--- src/rtl/prog_loader_pkg.sv ---
// -----------------------------------------------------------------------------
// prog_loader_pkg
// Shared definitions for the instruction-memory loader.
//   WORD_BYTES : bytes per instruction word. The stream sends the high byte
//                first.
//   state_t    : loader FSM states, ST_IDLE .. ST_ERROR.
// -----------------------------------------------------------------------------
package prog_loader_pkg;

    localparam int WORD_BYTES = 2;

    typedef enum logic [3:0] {
        ST_IDLE,
        ST_LEN_HI,
        ST_LEN_LO,
        ST_DATA_HI,
        ST_DATA_LO,
        ST_WRITE,
        ST_CHECK,
        ST_DONE,
        ST_ERROR
    } state_t;

endpackage

--- src/rtl/prog_loader_csum.sv ---
// -----------------------------------------------------------------------------
// loader_csum
// XOR checksum accumulator for the loader's data bytes.
//   clk, rst_n : clock and asynchronous active-low reset
//   clr_i      : zero the accumulator. It takes priority over en_i.
//   en_i       : XOR byte_i into the accumulator
//   byte_i     : data byte
//   csum_o     : current accumulator value (registered)
// -----------------------------------------------------------------------------
module loader_csum (
    input  logic       clk,
    input  logic       rst_n,
    input  logic       clr_i,
    input  logic       en_i,
    input  logic [7:0] byte_i,
    output logic [7:0] csum_o
);

    logic [7:0] csum_q;
    logic [7:0] csum_d;

    always_comb begin
        csum_d = csum_q;
        if (clr_i) begin
            csum_d = 8'h00;
        end else if (en_i) begin
            csum_d = csum_q ^ byte_i;
        end
    end

    always_ff @(posedge clk or negedge rst_n) begin
        if (!rst_n) begin
            csum_q <= 8'h00;
        end else begin
            csum_q <= csum_d;
        end
    end

    assign csum_o = csum_q;

endmodule

--- src/rtl/prog_loader.sv ---
// -----------------------------------------------------------------------------
// prog_loader
// Receives a framed byte stream and writes it into instruction RAM port B.
// The CPU is held in reset until a checksum-verified image has been written.
// Frame layout:
//   LEN_HI, LEN_LO        word count N (big-endian)
//   N x (HI, LO)          instruction words
//   CHK                   XOR of all data bytes
// Ports:
//   clk, rst_n   clock and asynchronous active-low reset
//   start_i      start (or restart) a load
//   in_byte_i    stream byte
//   in_valid_i   stream valid
//   in_ready_o   ready to accept a byte (combinational from the state)
//   ram_addr_o   RAM write address
//   ram_data_o   RAM write data
//   ram_we_o     RAM write enable, one pulse per word
//   cpu_run_o    1 releases the CPU from reset
//   busy_o       a load is in progress
//   done_o       the last load succeeded (sticky)
//   err_o        the last load failed (sticky)
// -----------------------------------------------------------------------------
module prog_loader
    import prog_loader_pkg::*;
#(
    parameter int ADDR_W = 10,
    parameter int DATA_W = 16
) (
    input  logic              clk,
    input  logic              rst_n,
    input  logic              start_i,
    input  logic [7:0]        in_byte_i,
    input  logic              in_valid_i,
    output logic              in_ready_o,
    output logic [ADDR_W-1:0] ram_addr_o,
    output logic [DATA_W-1:0] ram_data_o,
    output logic              ram_we_o,
    output logic              cpu_run_o,
    output logic              busy_o,
    output logic              done_o,
    output logic              err_o
);

    localparam int BYTE_W = DATA_W / WORD_BYTES;
    // The word count may equal the full capacity, so one extra bit is needed.
    localparam logic [16:0] MAX_WORDS = 17'(1) << ADDR_W;

    state_t            state_q,   state_d;
    logic [ADDR_W:0]   cnt_q,     cnt_d;
    logic [15:0]       len_q,     len_d;
    logic [ADDR_W-1:0] addr_q,    addr_d;
    logic [DATA_W-1:0] data_q,    data_d;
    logic              we_q,      we_d;
    logic              run_q,     run_d;
    logic              busy_q,    busy_d;
    logic              done_q,    done_d;
    logic              err_q,     err_d;

    logic              accept;
    logic [15:0]       len_full;
    logic [ADDR_W:0]   cnt_inc;
    logic [7:0]        csum;
    logic              csum_en;

    assign in_ready_o = (state_q inside {ST_LEN_HI, ST_LEN_LO, ST_DATA_HI,
                                         ST_DATA_LO, ST_CHECK});
    assign accept     = in_valid_i && in_ready_o;
    assign len_full   = {len_q[15:8], in_byte_i};
    assign cnt_inc    = cnt_q + 1'b1;

    // A Start that coincides with an accepted byte drops the byte, so the
    // byte must not reach the checksum.
    assign csum_en = accept && !start_i &&
                     ((state_q == ST_DATA_HI) || (state_q == ST_DATA_LO));

    loader_csum u_csum (
        .clk    (clk),
        .rst_n  (rst_n),
        .clr_i  (start_i),
        .en_i   (csum_en),
        .byte_i (in_byte_i),
        .csum_o (csum)
    );

    always_comb begin
        state_d = state_q;
        cnt_d   = cnt_q;
        len_d   = len_q;
        addr_d  = addr_q;
        data_d  = data_q;
        we_d    = 1'b0;
        run_d   = run_q;
        busy_d  = busy_q;
        done_d  = done_q;
        err_d   = err_q;

        if (start_i) begin
            state_d = ST_LEN_HI;
            cnt_d   = '0;
            done_d  = 1'b0;
            err_d   = 1'b0;
            run_d   = 1'b0;
            busy_d  = 1'b1;
        end else begin
            case (state_q)
                ST_LEN_HI: begin
                    if (accept) begin
                        len_d[15:8] = in_byte_i;
                        state_d     = ST_LEN_LO;
                    end
                end
                ST_LEN_LO: begin
                    if (accept) begin
                        len_d = len_full;
                        if ({1'b0, len_full} > MAX_WORDS) begin
                            state_d = ST_ERROR;
                            err_d   = 1'b1;
                            busy_d  = 1'b0;
                        end else if (len_full == 16'd0) begin
                            state_d = ST_CHECK;
                        end else begin
                            state_d = ST_DATA_HI;
                        end
                    end
                end
                ST_DATA_HI: begin
                    if (accept) begin
                        data_d[DATA_W-1 -: BYTE_W] = in_byte_i;
                        state_d = ST_DATA_LO;
                    end
                end
                ST_DATA_LO: begin
                    if (accept) begin
                        // Address, data and enable are registered together,
                        // so they are stable for the whole WRITE cycle.
                        data_d[BYTE_W-1:0] = in_byte_i;
                        addr_d  = cnt_q[ADDR_W-1:0];
                        we_d    = 1'b1;
                        state_d = ST_WRITE;
                    end
                end
                ST_WRITE: begin
                    cnt_d = cnt_inc;
                    if (16'(cnt_inc) == len_q) begin
                        state_d = ST_CHECK;
                    end else begin
                        state_d = ST_DATA_HI;
                    end
                end
                ST_CHECK: begin
                    if (accept) begin
                        busy_d = 1'b0;
                        if (in_byte_i == csum) begin
                            state_d = ST_DONE;
                            done_d  = 1'b1;
                            run_d   = 1'b1;
                        end else begin
                            state_d = ST_ERROR;
                            err_d   = 1'b1;
                        end
                    end
                end
                ST_DONE:  state_d = ST_IDLE;
                ST_ERROR: state_d = ST_IDLE;
                default:  state_d = ST_IDLE;
            endcase
        end
    end

    always_ff @(posedge clk or negedge rst_n) begin
        if (!rst_n) begin
            state_q <= ST_IDLE;
            cnt_q   <= '0;
            len_q   <= '0;
            addr_q  <= '0;
            data_q  <= '0;
            we_q    <= 1'b0;
            run_q   <= 1'b0;
            busy_q  <= 1'b0;
            done_q  <= 1'b0;
            err_q   <= 1'b0;
        end else begin
            state_q <= state_d;
            cnt_q   <= cnt_d;
            len_q   <= len_d;
            addr_q  <= addr_d;
            data_q  <= data_d;
            we_q    <= we_d;
            run_q   <= run_d;
            busy_q  <= busy_d;
            done_q  <= done_d;
            err_q   <= err_d;
        end
    end

    assign ram_addr_o = addr_q;
    assign ram_data_o = data_q;
    assign ram_we_o   = we_q;
    assign cpu_run_o  = run_q;
    assign busy_o     = busy_q;
    assign done_o     = done_q;
    assign err_o      = err_q;

endmodule
--- config.mk ---
export PLATFORM = sky130hd
export DESIGN_NAME = prog_loader
export DESIGN_NICKNAME = d
export VERILOG_FILES = /design/src/rtl/prog_loader_pkg.sv /design/src/rtl/prog_loader_csum.sv /design/src/rtl/prog_loader.sv
export SDC_FILE = /design/constraint.sdc
export NUM_CORES = 1
export LEC_CHECK = 0
export BUFFER_PORTS_ARGS = -buffer_cell sky130_fd_sc_hd__buf_2
export CAP_MARGIN = 25
export CORE_ASPECT_RATIO = 2
export CORE_MARGIN = 1
export CORE_UTILIZATION = 50
export DETAILED_ROUTE_END_ITERATION = 10
export PLACE_DENSITY = 0.74
export SLEW_MARGIN = 20
export SYNTH_ARGS = -nofsm -noshare
export SYNTH_HDL_FRONTEND = slang
export SYNTH_HIERARCHICAL = 1
export SYNTH_SLANG_ARGS = --single-unit
--- constraint.sdc ---
create_clock -name clk -period 3.8 [get_ports clk]
set_input_delay 0.19 -clock clk [delete_from_list [all_inputs] [get_ports clk]]
set_output_delay 0.19 -clock clk [all_outputs]
set_load 0.02 [all_outputs]
# Word level (Yosys, flattened, before mapping)

Cells that the tools add are included.

Flip-flop bits (word level): 69
Bits in latches: 0
Memory bits (writable): 0
Memory bits (read-only): 0
Input port bits: 12
Output and inout port bits: 32
Logic and storage cells: 88
Memories kept: 0

Add/subtract/negate cells: 1
Multiply operators: 0
Divide/modulo/power cells: 0
Order comparisons: 1
Equality and inequality tests: 15
Shift operators: 0
Muxes and demuxes: 35
Bitwise gates (word level): 3
Reduce and logical (&&, ||, !) cells: 21

Operators by type and width:

| kind                    | number |
|---|---|
| $mux W4                 | 8 |
| $mux W8                 | 3 |
| $pmux W4 S6             | 1 |
| $mux W11                | 2 |
| $ne A3 B3 Y1 const B    | 6 |
| $eq A11 B16 Y1          | 1 |
| $gt A16 B11 Y1 const B  | 1 |
| $logic_not A16 Y1       | 1 |
| $mux W1                 | 16 |
| $pmux W8 S2             | 1 |
| $eq A4 B3 Y1 const B    | 3 |
| $reduce_and A3 Y1       | 4 |
| $add A11 B1 Y11 const B | 1 |
| $reduce_and A5 Y1       | 2 |
| $reduce_bool A2 Y1      | 5 |
| $eq A4 B2 Y1 const B    | 2 |
| $eq A8 B8 Y1            | 1 |
| $reduce_and A4 Y1       | 2 |
| $xor A8 B8 Y8           | 1 |
| $mux W3                 | 2 |
| $reduce_bool A5 Y1      | 1 |
| $eq A4 B1 Y1 const B    | 1 |
| $pmux W1 S2             | 2 |
| $logic_and A1 B1 Y1     | 3 |
| 5 further kinds         | 6 |

# Logic depth before layout (Yosys ltp)

Gate-level depths: netlist of the first run.

Word-level depth: 7
Depth in mapped cells: 10
Mapped depth without buffers: 7

# By module

Netlist of the first run, hierarchy kept.

Modules (own cells, without submodules):

| module      | instances | cells an instance | area each (um^2) | sequential area each (um^2) |
|---|---|---|---|---|
| prog_loader | 1         | 272               | 3,106.7          | 1,526.5 |
| loader_csum | 1         | 35                | 406.6            | 200.2 |

# Least setup slack after synthesis of the first run

No wires, ideal clock.

Path kind: flip-flop to flip-flop
Start point: register state_q[3]
End point: register u_csum.csum_q[6], in the netlist u_csum/csum_o[6]
Library setup time: 0.132 ns
Data arrival time: 1.694 ns
Data required time: 3.668 ns
Setup slack: 1.974 ns
Stages on the path, launching flop included: 9
Buffers on the path: 3
Clock period less this slack: 1.826 ns
Cells stage by stage: dfrtp_1 > nor4b_2 > and3_1 > buf_2 > or2_1 > buf_6 > buf_6 > a21bo_1 > a21oi_1

Cells in the longest elaborated chain, start to end: 6
Elaborated cells between the ends (all ways): 11
Classes of those cells: eq/ne (5); reduce/logical (6)

RTL lines:

| what                                       | RTL line               | RTL |
|---|---|---|
| start: declaration                         | prog_loader.sv:48      | `state_t state_q, state_d;` |
| start signal: assignment                   | prog_loader.sv:183     | `state_q <= state_d;` |
| $eq A4 B1 Y1, or another cell as far along | prog_loader.sv:65      | `assign in_ready_o = (state_q inside {ST_LEN_HI, ST_LEN_LO, ST_DATA_HI,` |
| $reduce_bool A5 Y1                         | prog_loader.sv:65      |  |
| $logic_and A1 B1 Y1                        | prog_loader.sv:67      | `assign accept = in_valid_i && in_ready_o;` |
| $logic_and A1 B1 Y1                        | prog_loader.sv:73      | `assign csum_en = accept && !start_i &&` |
| $logic_and A1 B1 Y1 (*)                    | prog_loader.sv:73      |  |
| net csum_en                                | prog_loader.sv:63      | `logic csum_en;` |
| $reduce_bool A2 Y1 (no source line) (*)    | -                      |  |
| end signal: assignment                     | prog_loader_csum.sv:35 | `csum_q <= csum_d;` |
| end: declaration                           | prog_loader_csum.sv:19 | `logic [7:0] csum_q;` |

The timed path passes the listed nets; every way through them passes the cells marked *.
A chain may end at the register's enable or synchronous reset.

# Worst setup path in the final report of the first run

Start point: register state_q[2]
End point: register u_csum.csum_q[2], in the netlist u_csum/csum_o[2]

The elaborated chain is that of the path after synthesis.

==> metrics.md, run 1 <==
| Metric | Value |
|---|---|
| Port Buffers | 43 |
| Unrepaired setup endpoints after global routing | false |
| Startpoint types | register |
| Drt drc | 0 |
| Synth top area share | 0.4915 |
| Root buffer cell | clkbuf_16 |
| Mapped Avg Cell Area | 11.44 um2 |
| Clk slew on worst S/H paths | 60 ps |
| Max-Cap Viols | 0 |
| Die Span Y | 120.5 um |
| Number of global-route vias before repair | 2,481 |
| YS warnings | 6 |
| Sum Neg Setup Slack | 0 ps |
| Final GP Congestion | 0.8812 |
| Share of layout cells above drive strength 1 | 0.2365 |
| CTS tree | built |
| Drt total wl | 7.290 mm |
| HP Class | in -> reg |
| DR WL/cell | 16.61 um |
| Number of vias per cell | 5.617 |
| CTS Hold Bufs | 0 |
| Final worst slack | 1386 ps |
| ANT nets after route | 0 |
| Max-slew violations | 0 |
| CTS Buf Count | 9 |
| CP endpoint kind | register |
| Cell Chain, Critical Path | nor4b_2 > and3_1 > or2_1 > a21bo_2 > a21oi_1 |
| Num rows | 42 |
| Die W | 61.28 um |
| CP Max Fanout | 16 |
| Clk buf depth | 2 |
| Fin crit period | 2414 ps |
| Fin crit share | 0.6354 |
| Final Hold Viols | 0 |
| Clock sinks | 69 |
| Post-CTS Setup Inserts | 0 |
| IO Count | 44 |
| Cell taking the most area after synthesis | dfrtp_1 |
| Fin util | 0.6010 |
| PwrDens | 486.5 nW/um2 |
| Vias | 2,466 |
| First-pass GRT wire length | 11.96 mm |
| Quantity of gates resized following cts | 0 |
| Fmax | 414.2 MHz |
| Post-synth EDFFs | 0 |
| Largest net degree at the start of global routing | 48 |
| Max incr delay on CP | 580 ps |
| CTS H-tree lvls | 3 |
| Initial antenna violation count | 0 |
| Skew-Pair Late Insertion Delay | 340 ps |
| Dpl hpwl | 5.206 mm |
| Sequential area share after synthesis | 0.4915 |
| Worst Path Class, Setup | reg -> reg |
| GRT Total Usage | 0.2270 |
| Nets | 359 |
| Cell area after synthesis | 3513 um2 |
| First-pass DRT Iterations | 4 |
| Full die area | 7386 um2 |
| Max transition margin | 0.6066 |
| DR iter-0 viols | 61 |
| Ys flop type | dfrtp_1 |
| Post-synth ARST share | 1.000 |
| Post-Place Worst Slack | 1412 ps |
| Mapped Cells | 307 |
| Total gr overflow | 0 |
| Final setup vio count | 0 |
| Clock skew after layout | 7.760 ps |
| Status | completed |
| Multi-input logic area | 1680 um2 |
| Layout area overhead | 15.06% |
| WP data arrival | 2610 ps |
| Distinct cells, synth | 58 |
| Worst endpoint required time | 3990 ps |
| Area contributors post-synth | dfrtp_1, mux2_1, xnor2_1 |
| FILL cells | 612 |
| Initial Utilization | 0.5223 |
| Core region area | 6726 um2 |
| Number of synthesized register bits | 69 |
| Sequential cell area | 1727 um2 |
| Peak supply drop | 0.3506 mV |
| Pleak | 1.859 nW |
| Mapped Nets | 320 |
| Worst Tran Pin Value | 590.0 ps |
| Ant diodes | 0 |
| CP max stage cell | dfrtp_1 |
state kept, by name, indices dropped and copies added (netlist names):
signal,cells
ram_we_o,1
len_q,16
done_o,1
ram_addr_o,10
ram_data_o,16
err_o,1
u_csum/csum_o,8
state_q,4
busy_o,1
cnt_q,11
final timing paths:
check / cells past startpoint / slack (ps) / from / endpoint
hold / removal: 2 / 190 / in_byte_i[0] / len_q[0]
hold reg to reg: 1 / 470 / busy_o / busy_o
max in group asynchronous: 3 / 2710 / rst_n / done_o
setup reg to reg: 5 / 1390 / state_q[2] / u_csum/csum_o[2]
min in group asynchronous: 2 / 390 / rst_n / cnt_q[3]
setup / recovery: 5 / 1390 / state_q[2] / u_csum/csum_o[2]
synth_stat cells, types with 6 or more instances:
library cell / count
mux2_2: 6
nand3_1: 8
xor2_1: 13
buf_2: 7
mux2_1: 36
nand3b_1: 10
nor3_1: 7
dfrtp_1: 69
a21oi_1: 14
xnor2_1: 16
nand2_1: 16
a21bo_2: 6
nor2_1: 22
cells by family after synthesis:
kind of cell,synth area share
AO/OA/AOI/OAI,0.08797
XOR/XNOR,0.07906
flip-flops,0.4915
AND/OR/NAND/NOR,0.1674
buffers and inverters,0.03027
multiplexers,0.1403
adder cells (fa/ha/maj),0.003561
where the power goes:
group | total (W) | switching, W | internal, W | leakage (nW)
registers | 0.000887 | 0.0000682 | 0.000819 | 0.915
logic | 0.000298 | 0.000169 | 0.000130 | 0.810
clock network | 0.000781 | 0.000332 | 0.000450 | 0.134
worst max-delay path: cells and delay by family, from the launching register on:
family / cells / cell delay [ps]
and+or+nand+nor: 3 / 1400
DFF: 1 / 580
AOI/OAI and AO/OA: 2 / 290
cell usage in the layout (no fill, tap or decap), types with 3 or more instances in the layout:
master | synthesis | layout
mux2_1 | 36 | 36
nand2_1 | 16 | 16
nand3_1 | 8 | 8
xor2_1 | 13 | 13
xnor2_1 | 16 | 16
nand2b_1 | 3 | 3
nor2b_1 | 3 | 3
nor2_1 | 22 | 22
nor3_1 | 7 | 7
nand4_1 | 5 | 5
nor4_1 | 5 | 5
o21a_1 | 3 | 3
o211ai_1 | 3 | 3
mux2_2 | 6 | 6
a21oi_1 | 14 | 14
clkbuf_16 | 0 | 9
dfrtp_1 | 69 | 69
a21bo_2 | 6 | 6
nand3b_1 | 10 | 10
buf_2 | 7 | 42
per-layer routing:
layer  vias to the layer above  GRT usage  wire, um
li1                       1175          -         -
met1                      1220     0.2493      2753
met2                        52     0.3886      4067
met3                        19    0.04920       214
met4                         0     0.1193       255
met5                         -          0         0
final cells by class:
type                       instances  share of cell area
sequential                        69              0.4271
multi-input combinational        219              0.4157
timing repair buffer              45             0.05819
inverter                           2            0.001857
tap                               88             0.02724
clock inverter                     7             0.01424
clock buffer                       9             0.05571
through the flow:
step / instance area [um2] / power, W / std cells / hold slack, ps
3_5_place_dp: 3747 / 0.001198 / 422 / 425.8
2_1_floorplan: 3513 / 0.001087 / 307 / -105.6
4_1_cts: 4030 / 0.001985 / 438 / 71.54
5_1_grt: 4043 / 0.002049 / 439 / 208.4
3_3_place_gp: 3747 / 0.001184 / 422 / 414.2
6_report: 4043 / 0.001967 / 439 / 194.7
Note: power is estimated with default switching activity, not from simulation.
==> run 2, diff against run 1 <==
--- a/config.mk
+++ b/config.mk
@@ -5,6 +5,7 @@
 export SDC_FILE = /design/constraint.sdc
 export NUM_CORES = 1
 export LEC_CHECK = 0
+export ABC_AREA = 1
 export BUFFER_PORTS_ARGS = -buffer_cell sky130_fd_sc_hd__buf_2
 export CAP_MARGIN = 25
 export CORE_ASPECT_RATIO = 2
==> constraint.sdc (replaced) <==
create_clock -name clk -period 2.4 [get_ports clk]
set_input_delay 0.12 -clock clk [delete_from_list [all_inputs] [get_ports clk]]
set_output_delay 0.12 -clock clk [all_outputs]
set_load 0.02 [all_outputs]
==> run 2 against run 1 <==
  * The run now ends with hold timing left
  * Non-clock buffer count up 2
  * Hold slack lost 230 ps
  * Combinational power increased to 3.2 times the previous value
  * Critical path depth is 8 higher
  * Worst setup slack lost 1100 ps
  * Largest cell class unchanged
  * Final cell count up 31%
  * Utilization down 0.43 points
  * Die area increased by 0.90%
  * Via count rose by 22%
==> metrics.md, run 2 <==
| Metric | Value |
|---|---|
| Status | finished, violations left |
| Failing checks | hold timing |
| CTS tree | built |
| Number of vias per cell | 5.227 (-6.9%) |
| Distinct cells, synth | 32 (-45%) |
| Die W | 61.55 um (+0.44%) |
| Commonest non-fill, non-tap cell in the layout | nand2_1 |
| CP startpoint | state_q[2] |
| Worst Tran Pin Value | 870.0 ps (+280.0 ps) |
| Most frequent cells in the layout | nand2_1, dfrtp_1, inv_1 |
| Worst Path Class, Setup | reg -> reg |
| Final setup vio count | 0 (unchanged) |
| Max-Cap Viols | 0 (unchanged) |
| Fin crit share | 0.8993 (+0.2640) |
| Num rows | 43 (+2.4%) |
| Final GP Congestion | 0.9061 (+2.8%) |
| Ys flop type | dfrtp_1 |
| Worst endpoint required time | 2620 ps (-1370 ps) |
| Multiplexer share of the synthesized area | 0 (-0.1403) |
| Max-slew violations | 0 (unchanged) |
| WP data arrival | 2380 ps (-230 ps) |
| Finished Cell Area | 4109 um2 (+1.6%) |
| Area contributors post-synth | dfrtp_1, nand2_1, inv_1 |
| FILL cells | 681 (+11%) |
| Full die area | 7453 um2 (+0.90%) |
| CTS Buf Count | 9 (unchanged) |
| Synth top area share | 0.4869 (-0.004509) |
| GRT Total Usage | 0.2445 (+0.01757) |
| Number of synthesized register bits | 69 (unchanged) |
| Startpoint types | register |
| CTS Hold Bufs | 0 (unchanged) |
| Post-synthesis simple-gate area fraction | 0.2692 (+0.1019) |
| YS warnings | 6 (unchanged) |
| Cell area after synthesis | 3546 um2 (+0.93%) |
| Layout area overhead | 15.88% |
| Root buffer cell | clkbuf_16 |
| Clk slew on worst S/H paths | 50 ps (about the same) |
| Clk buf depth | 2 (unchanged) |
| Max transition margin | 0.4200 (-0.1867) |
| CP endpoint kind | register |
| Drt total wl | 8.021 mm (+10%) |
| Cell taking the most area after synthesis | dfrtp_1 |
| Pleak | 2.059 nW (+11%) |
| Clock sinks | 69 (unchanged) |
| DR WL/cell | 13.90 um (-16%) |
| Dpl hpwl | 5.926 mm (+14%) |
| Fin crit period | 2158 ps (-256.0 ps) |
| First-pass GRT wire length | 13.12 mm (+9.6%) |
| Xor/xnor cell area share of the yosys netlist | 0.02223 (-0.05683) |
| Final worst slack | 241.7 ps (-1144 ps) |
| ANT nets after route | 0 (unchanged) |
| Post-Place Worst Slack | 350.6 ps (-1061 ps) |
| Final Hold Viols | 18 (+18) |
| Post-CTS Setup Inserts | 0 (unchanged) |
| IO Count | 44 (unchanged) |
| Sequential cell area | 1727 um2 (unchanged) |
| PwrDens | 945.0 nW/um2 (+94%) |
| CTS H-tree lvls | 3 (unchanged) |
| Mapped Cells | 435 (+42%) |
| Sum Neg Setup Slack | 0 ps (unchanged) |
| Final hold slack | -32.01 ps (-226.7 ps) |
| Clock skew after layout | 4.273 ps (-3.486 ps) |
| Placed Area | 3809 um2 (+1.6%) |
| DR iter-0 viols | 182 (+200%) |
| Initial Utilization | 0.5149 (-0.007423) |
| Unrepaired setup endpoints after global routing | false |
| Multi-input logic area | 1494 um2 (-11%) |
| Total gr overflow | 0 (unchanged) |
| Flop-to-flop setup slack | 240 ps (-1140 ps) |
| HP Class | in -> async |
| Die Span Y | 121.1 um (+0.46%) |
| Post-synthesis adder-cell area fraction | 0.003529 (-0.00003267) |
| Most frequent cell after synthesis | nand2_1 |
| Largest net degree at the start of global routing | 70 (+46%) |
| Port Buffers | 43 (unchanged) |
| Initial antenna violation count | 0 (unchanged) |
| Sequential area share after synthesis | 0.4869 (-0.004509) |
| R2r worst-path depth | 13 (+8) |
| Ant diodes | 0 (unchanged) |
| CP endpoint | u_csum/csum_o[5] |
| Mapped Avg Cell Area | 8.151 um2 (-29%) |
| Skew-Pair Late Insertion Delay | 330 ps (about the same) |
| Share of layout cells above drive strength 1 | 0.1745 (-0.06193) |
| Worst r2r src | state_q[2] |
| Drt drc | 0 (unchanged) |
| Vias | 3,016 (+22%) |
| Compound-Gate Fraction of Synth Area | 0.1263 (+0.03836) |
| Commonest cells in the netlist | nand2_1, dfrtp_1, inv_1 |
| Core region area | 6887 um2 (+2.4%) |
| Post-synth EDFFs | 0 (unchanged) |
| Fmax | 463.3 MHz (+12%) |
| Post-synth ARST share | 1.000 (unchanged) |
| First-pass DRT Iterations | 5 (+1) |
| Largest family of logic cells by synthesized area | simple AND/OR/NAND/NOR gates |
| RR Endpoint | u_csum/csum_o[5] |
| Peak supply drop | 0.6700 mV (+91%) |
| CP Max Fanout | 16 (unchanged) |
| Mapped Nets | 448 (+40%) |
| Nets | 497 (+38%) |
| Fin util | 0.5967 (-0.004347) |
| Number of global-route vias before repair | 2,866 (+16%) |
| Quantity of gates resized following cts | 0 (unchanged) |
run 2: cell types whose count changed after synthesis, sizes merged, moves of 6 or more:
| cell | change |
|---|---|
| nand2 | +93 |
| nand3 | +29 |
| mux2 | -42 |
| xnor2 | -8 |
| o22ai | +6 |
| a21oi | +18 |
| nand3b | -10 |
| a21bo | -8 |
| inv | +54 |
| nor2 | +31 |
| o21a | +6 |
| o21ai | +22 |
| xor2 | -12 |
run 2: per-layer routing:
metal  up-vias  GRT usage  wire (um)
li1       1499          -          -
met1      1406     0.2732       3100
met2        85     0.3884       4275
met3        26    0.06716        308
met4         0     0.1625        336
met5         -          0          0
run 2: worst max-delay path, stage by stage (launching register included):
cell,delay (ps)
dfrtp_1,430
nor2_1,150
nand2_1,90
nor2_1,260
a21oi_2,80
nand2_2,130
nand2_2,70
nor2_4,120
inv_4,90
a21oi_1,160
buf_4,240
nand3_1,100
nand2_1,80
nor2_1,40
run 2: report_power, final:
| group | internal (W) | switching [W] | total (W) |
|---|---|---|---|
| combinational | 0.000345 | 0.000595 | 0.000940 |
| sequential | 0.00143 | 0.000171 | 0.00160 |
| clock | 0.000877 | 0.000463 | 0.00134 |
| total | 0.00265 | 0.00123 | 0.00388 |
run 2: cells by family (layout without fill, tap and decap cells):
group	count (synthesis)	in the layout
AO/OA/AOI/OAI	74	74
XOR/XNOR	9	9
adder cells (fa/ha/maj)	1	1
buffers and inverters	66	118
flip-flops	69	69
AND/OR/NAND/NOR	216	216
run 2: worst min-delay path by stage:
stage	slack (ps)	start	cells after the start	endpoint
CTS	10	rst_n	2	ram_we_o
global route	60	rst_n	2	ram_we_o
floorplan	-180	rst_n	0	busy_o
finish	-30	rst_n	2	ram_we_o
global placement	370	rst_n	2	ram_we_o
detailed placement	370	rst_n	2	ram_we_o
run 2: per-stage QoR:
| step | hold WS (ps) | instances | total power (W) |
|---|---|---|---|
| after floorplan | -175.6 | 435 | 0.002245 |
| after global placement | 367.4 | 563 | 0.002532 |
| after detailed placement | 374.2 | 563 | 0.002563 |
| after CTS | 14.79 | 577 | 0.003920 |
| after global routing | 64.08 | 577 | 0.004103 |
| final | -32.01 | 577 | 0.003883 |
run 2: layout make-up:
cell class              count  share of cell area
well taps                  90             0.02741
clock buffers              13             0.06577
flip-flops and latches     69              0.4202
inverters                  57             0.05298
repair buffers             47             0.06273
multi-input cells         300              0.3636
clock inverters             1            0.007308
==> run 3, diff against run 2 <==
--- a/config.mk
+++ b/config.mk
@@ -13,6 +13,7 @@
 export CORE_UTILIZATION = 50
 export DETAILED_ROUTE_END_ITERATION = 10
 export PLACE_DENSITY = 0.74
+export REMOVE_ABC_BUFFERS = 1
 export SLEW_MARGIN = 20
 export SYNTH_ARGS = -nofsm -noshare
 export SYNTH_HDL_FRONTEND = slang
==> constraint.sdc (replaced) <==
create_clock -name clk -period 2.6 [get_ports clk]
set_input_delay 0.13 -clock clk [delete_from_list [all_inputs] [get_ports clk]]
set_output_delay 0.13 -clock clk [all_outputs]
set_load 0.02 [all_outputs]
==> run 3 against run 2 <==
  * The run now ends clean
  * Critical path depth down 2
  * Critical endpoint is now u_csum/csum_o[0]
  * Utilization up 0.55 points
  * Final cell count up 0.35%
  * Total power down 5.6%
  * Clock-buffer cell count down 2
  * Critical path type unchanged
  * Combinational power down 5.7%
==> metrics.md, run 3 (same netlist as run 2, synthesis figures left out) <==
| Metric | Value |
|---|---|
| FILL cells | 678 (-0.44%) |
| GRT Total Usage | 0.2690 (+0.02443) |
| Max transition margin | 0.4613 (+0.04127) |
| Final setup vio count | 0 (unchanged) |
| CTS H-tree lvls | 3 (unchanged) |
| Fmax | 470.4 MHz (+1.5%) |
| Share of layout cells above drive strength 1 | 0.1759 (+0.001331) |
| Clk buf depth | 2 (unchanged) |
| First-pass DRT Iterations | 4 (-1) |
| CP endpoint kind | register |
| Num rows | 43 (unchanged) |
| Worst Path Class, Setup | reg -> reg |
| Cells after DPL | 563 (unchanged) |
| Max incr delay on CP | 450 ps (+20 ps) |
| Fin crit period | 2126 ps (-32.46 ps) |
| DR iter-0 viols | 143 (-21%) |
| IO Count | 44 (unchanged) |
| Number of cells on the critical path | 11 (-2) |
| Peak supply drop | 0.6600 mV (-1.5%) |
| Die Span Y | 121.1 um (unchanged) |
| Worst endpoint required time | 2820 ps (+200 ps) |
| Drt drc | 0 (unchanged) |
| Pleak | 2.071 nW (+0.61%) |
| CP max stage cell | dfrtp_1 |
| Clock skew after layout | 5.298 ps (+1.025 ps) |
| Finished Cell Area | 4146 um2 (+0.91%) |
| DR WL/cell | 14.93 um (+7.4%) |
| Status | completed |
| Die W | 61.55 um (unchanged) |
| Core region area | 6887 um2 (unchanged) |
| CP Max Fanout | 16 (unchanged) |
| Max-Cap Viols | 0 (unchanged) |
| ANT nets after route | 0 (unchanged) |
| Placed Area | 3821 um2 (+0.33%) |
| Layout area overhead | 16.94% |
| Startpoint types | register |
| Skew-Pair Late Insertion Delay | 340 ps (about the same) |
| Final GP Congestion | 0.8726 (-3.7%) |
| Cell Chain, Critical Path | nor3_2 > a22oi_1 > nand2_2 > nand2_2 > nor2_4 > inv_4 > a21oi_1 > buf_4 > nand3_1 > nand2_1 > nor2_1 |
| Vias | 3,064 (+1.6%) |
| CTS Buf Count | 9 (unchanged) |
| Post-CTS Setup Inserts | 0 (unchanged) |
| Unrepaired setup endpoints after global routing | false |
| Drt total wl | 8.642 mm (+7.7%) |
| Nets | 498 (+0.20%) |
| Quantity of gates resized following cts | 0 (unchanged) |
| Number of global-route vias before repair | 3,034 (+5.9%) |
| Final worst slack | 474.1 ps (+232.5 ps) |
| Post-Place Worst Slack | 496.5 ps (+145.9 ps) |
| Clock sinks | 69 (unchanged) |
| Clk slew on worst S/H paths | 50 ps (about the same) |
| Initial antenna violation count | 0 (unchanged) |
| Fin util | 0.6021 (+0.005451) |
| Commonest non-fill, non-tap cell in the layout | nand2_1 |
| WP data arrival | 2350 ps (-30 ps) |
| First-pass GRT wire length | 14.45 mm (+10%) |
| Sum Neg Setup Slack | 0 ps (unchanged) |
| PwrDens | 884.0 nW/um2 (-6.5%) |
| Top Family by Delay on Critical Path | simple AND/OR/NAND/NOR gates |
| Fin crit share | 0.8176 (-0.08166) |
| Fin cells | 579 (+0.35%) |
| Largest net degree at the start of global routing | 37 (-47%) |
| Dpl hpwl | 6.325 mm (+6.7%) |
| Max-slew violations | 0 (unchanged) |
| Number of vias per cell | 5.292 (+1.2%) |
| Ant diodes | 0 (unchanged) |
| Buf+Inv Stages, Crit Path | 2 (unchanged) |
| Final Hold Viols | 0 (-18) |
| Root buffer cell | clkbuf_16 |
| Most frequent cells in the layout | nand2_1, dfrtp_1, inv_1 |
| Worst Tran Pin Value | 808.1 ps (-61.91 ps) |
| Most frequent CP cell | nand2_2 |
| Initial Utilization | 0.5149 (unchanged) |
| Port Buffers | 43 (unchanged) |
| R2r worst-path depth | 11 (-2) |
| HP Class | in -> reg |
| CTS tree | built |
| Worst Hold Depth | 2 |
| Total gr overflow | 0 (unchanged) |
| Full die area | 7453 um2 (unchanged) |
==> run 3: cell count changes in the layout (fill, tap and decap cells not counted), sizes merged <==
cell         change
dlygate4sd3      +1
clkinv           +1
clkbuf           -2
bufinv           +1
clkinvlp         +1
==> run 3: routing by layer <==
layer / up-vias / GRT usage / wire length, um
met5: - / 0 / 0
met3: 26 / 0.06183 / 261
met4: 0 / 0.1319 / 363
met1: 1461 / 0.2975 / 3171
met2: 78 / 0.4603 / 4845
li1: 1499 / - / -
==> run 3: power breakdown <==
group	internal [W]	switching (W)	leakage [nW]
registers	0.00132	0.000158	0.902
clock network	0.000858	0.000442	0.152
logic	0.000322	0.000564	1.02
==> run 3: timing repair <==
item	4_1_cts	5_1_grt
hold buffers	1	0
endpoints found under the hold margin	33	0
setup endpoints to repair	0	0
==> run 3: worst reg2reg max path, cell delays in order (launching register included) <==
cell	delay (ps)
dfrtp_1	450
nor3_2	380
a22oi_1	160
nand2_2	130
nand2_2	70
nor2_4	130
inv_4	90
a21oi_1	140
buf_4	240
nand3_1	110
nand2_1	90
nor2_1	50
==> run 3: final timing paths <==
kind	startpoint	to	slack [ps]
max	state_q[0]	u_csum/csum_o[0]	470
min	start_i	err_o	80
max reg2reg	state_q[0]	u_csum/csum_o[0]	470
min reg2reg	err_o	err_o	490
max in group asynchronous	rst_n	state_q[1]	1480
min in group asynchronous	rst_n	ram_we_o	430
==> run 3: stage by stage <==
stage / total power, W / hold WS [ps]
after global placement: 0.002345 / 255.6
after detailed placement: 0.002372 / 265.6
after CTS: 0.003684 / 75.24
final: 0.003666 / 75.52
after floorplan: 0.002067 / -165.6
after global routing: 0.003875 / 95.36
==> run 3: cell type report <==
type / count / area [um2] / share of cell area
inverters: 57 / 217.7 / 0.05250
well taps: 90 / 112.6 / 0.02716
flip-flops and latches: 69 / 1727 / 0.4164
clock buffers: 11 / 242.7 / 0.05854
multi-input cells: 300 / 1494 / 0.3603
repair buffers: 48 / 280.3 / 0.06759
clock inverters: 4 / 72.57 / 0.01750
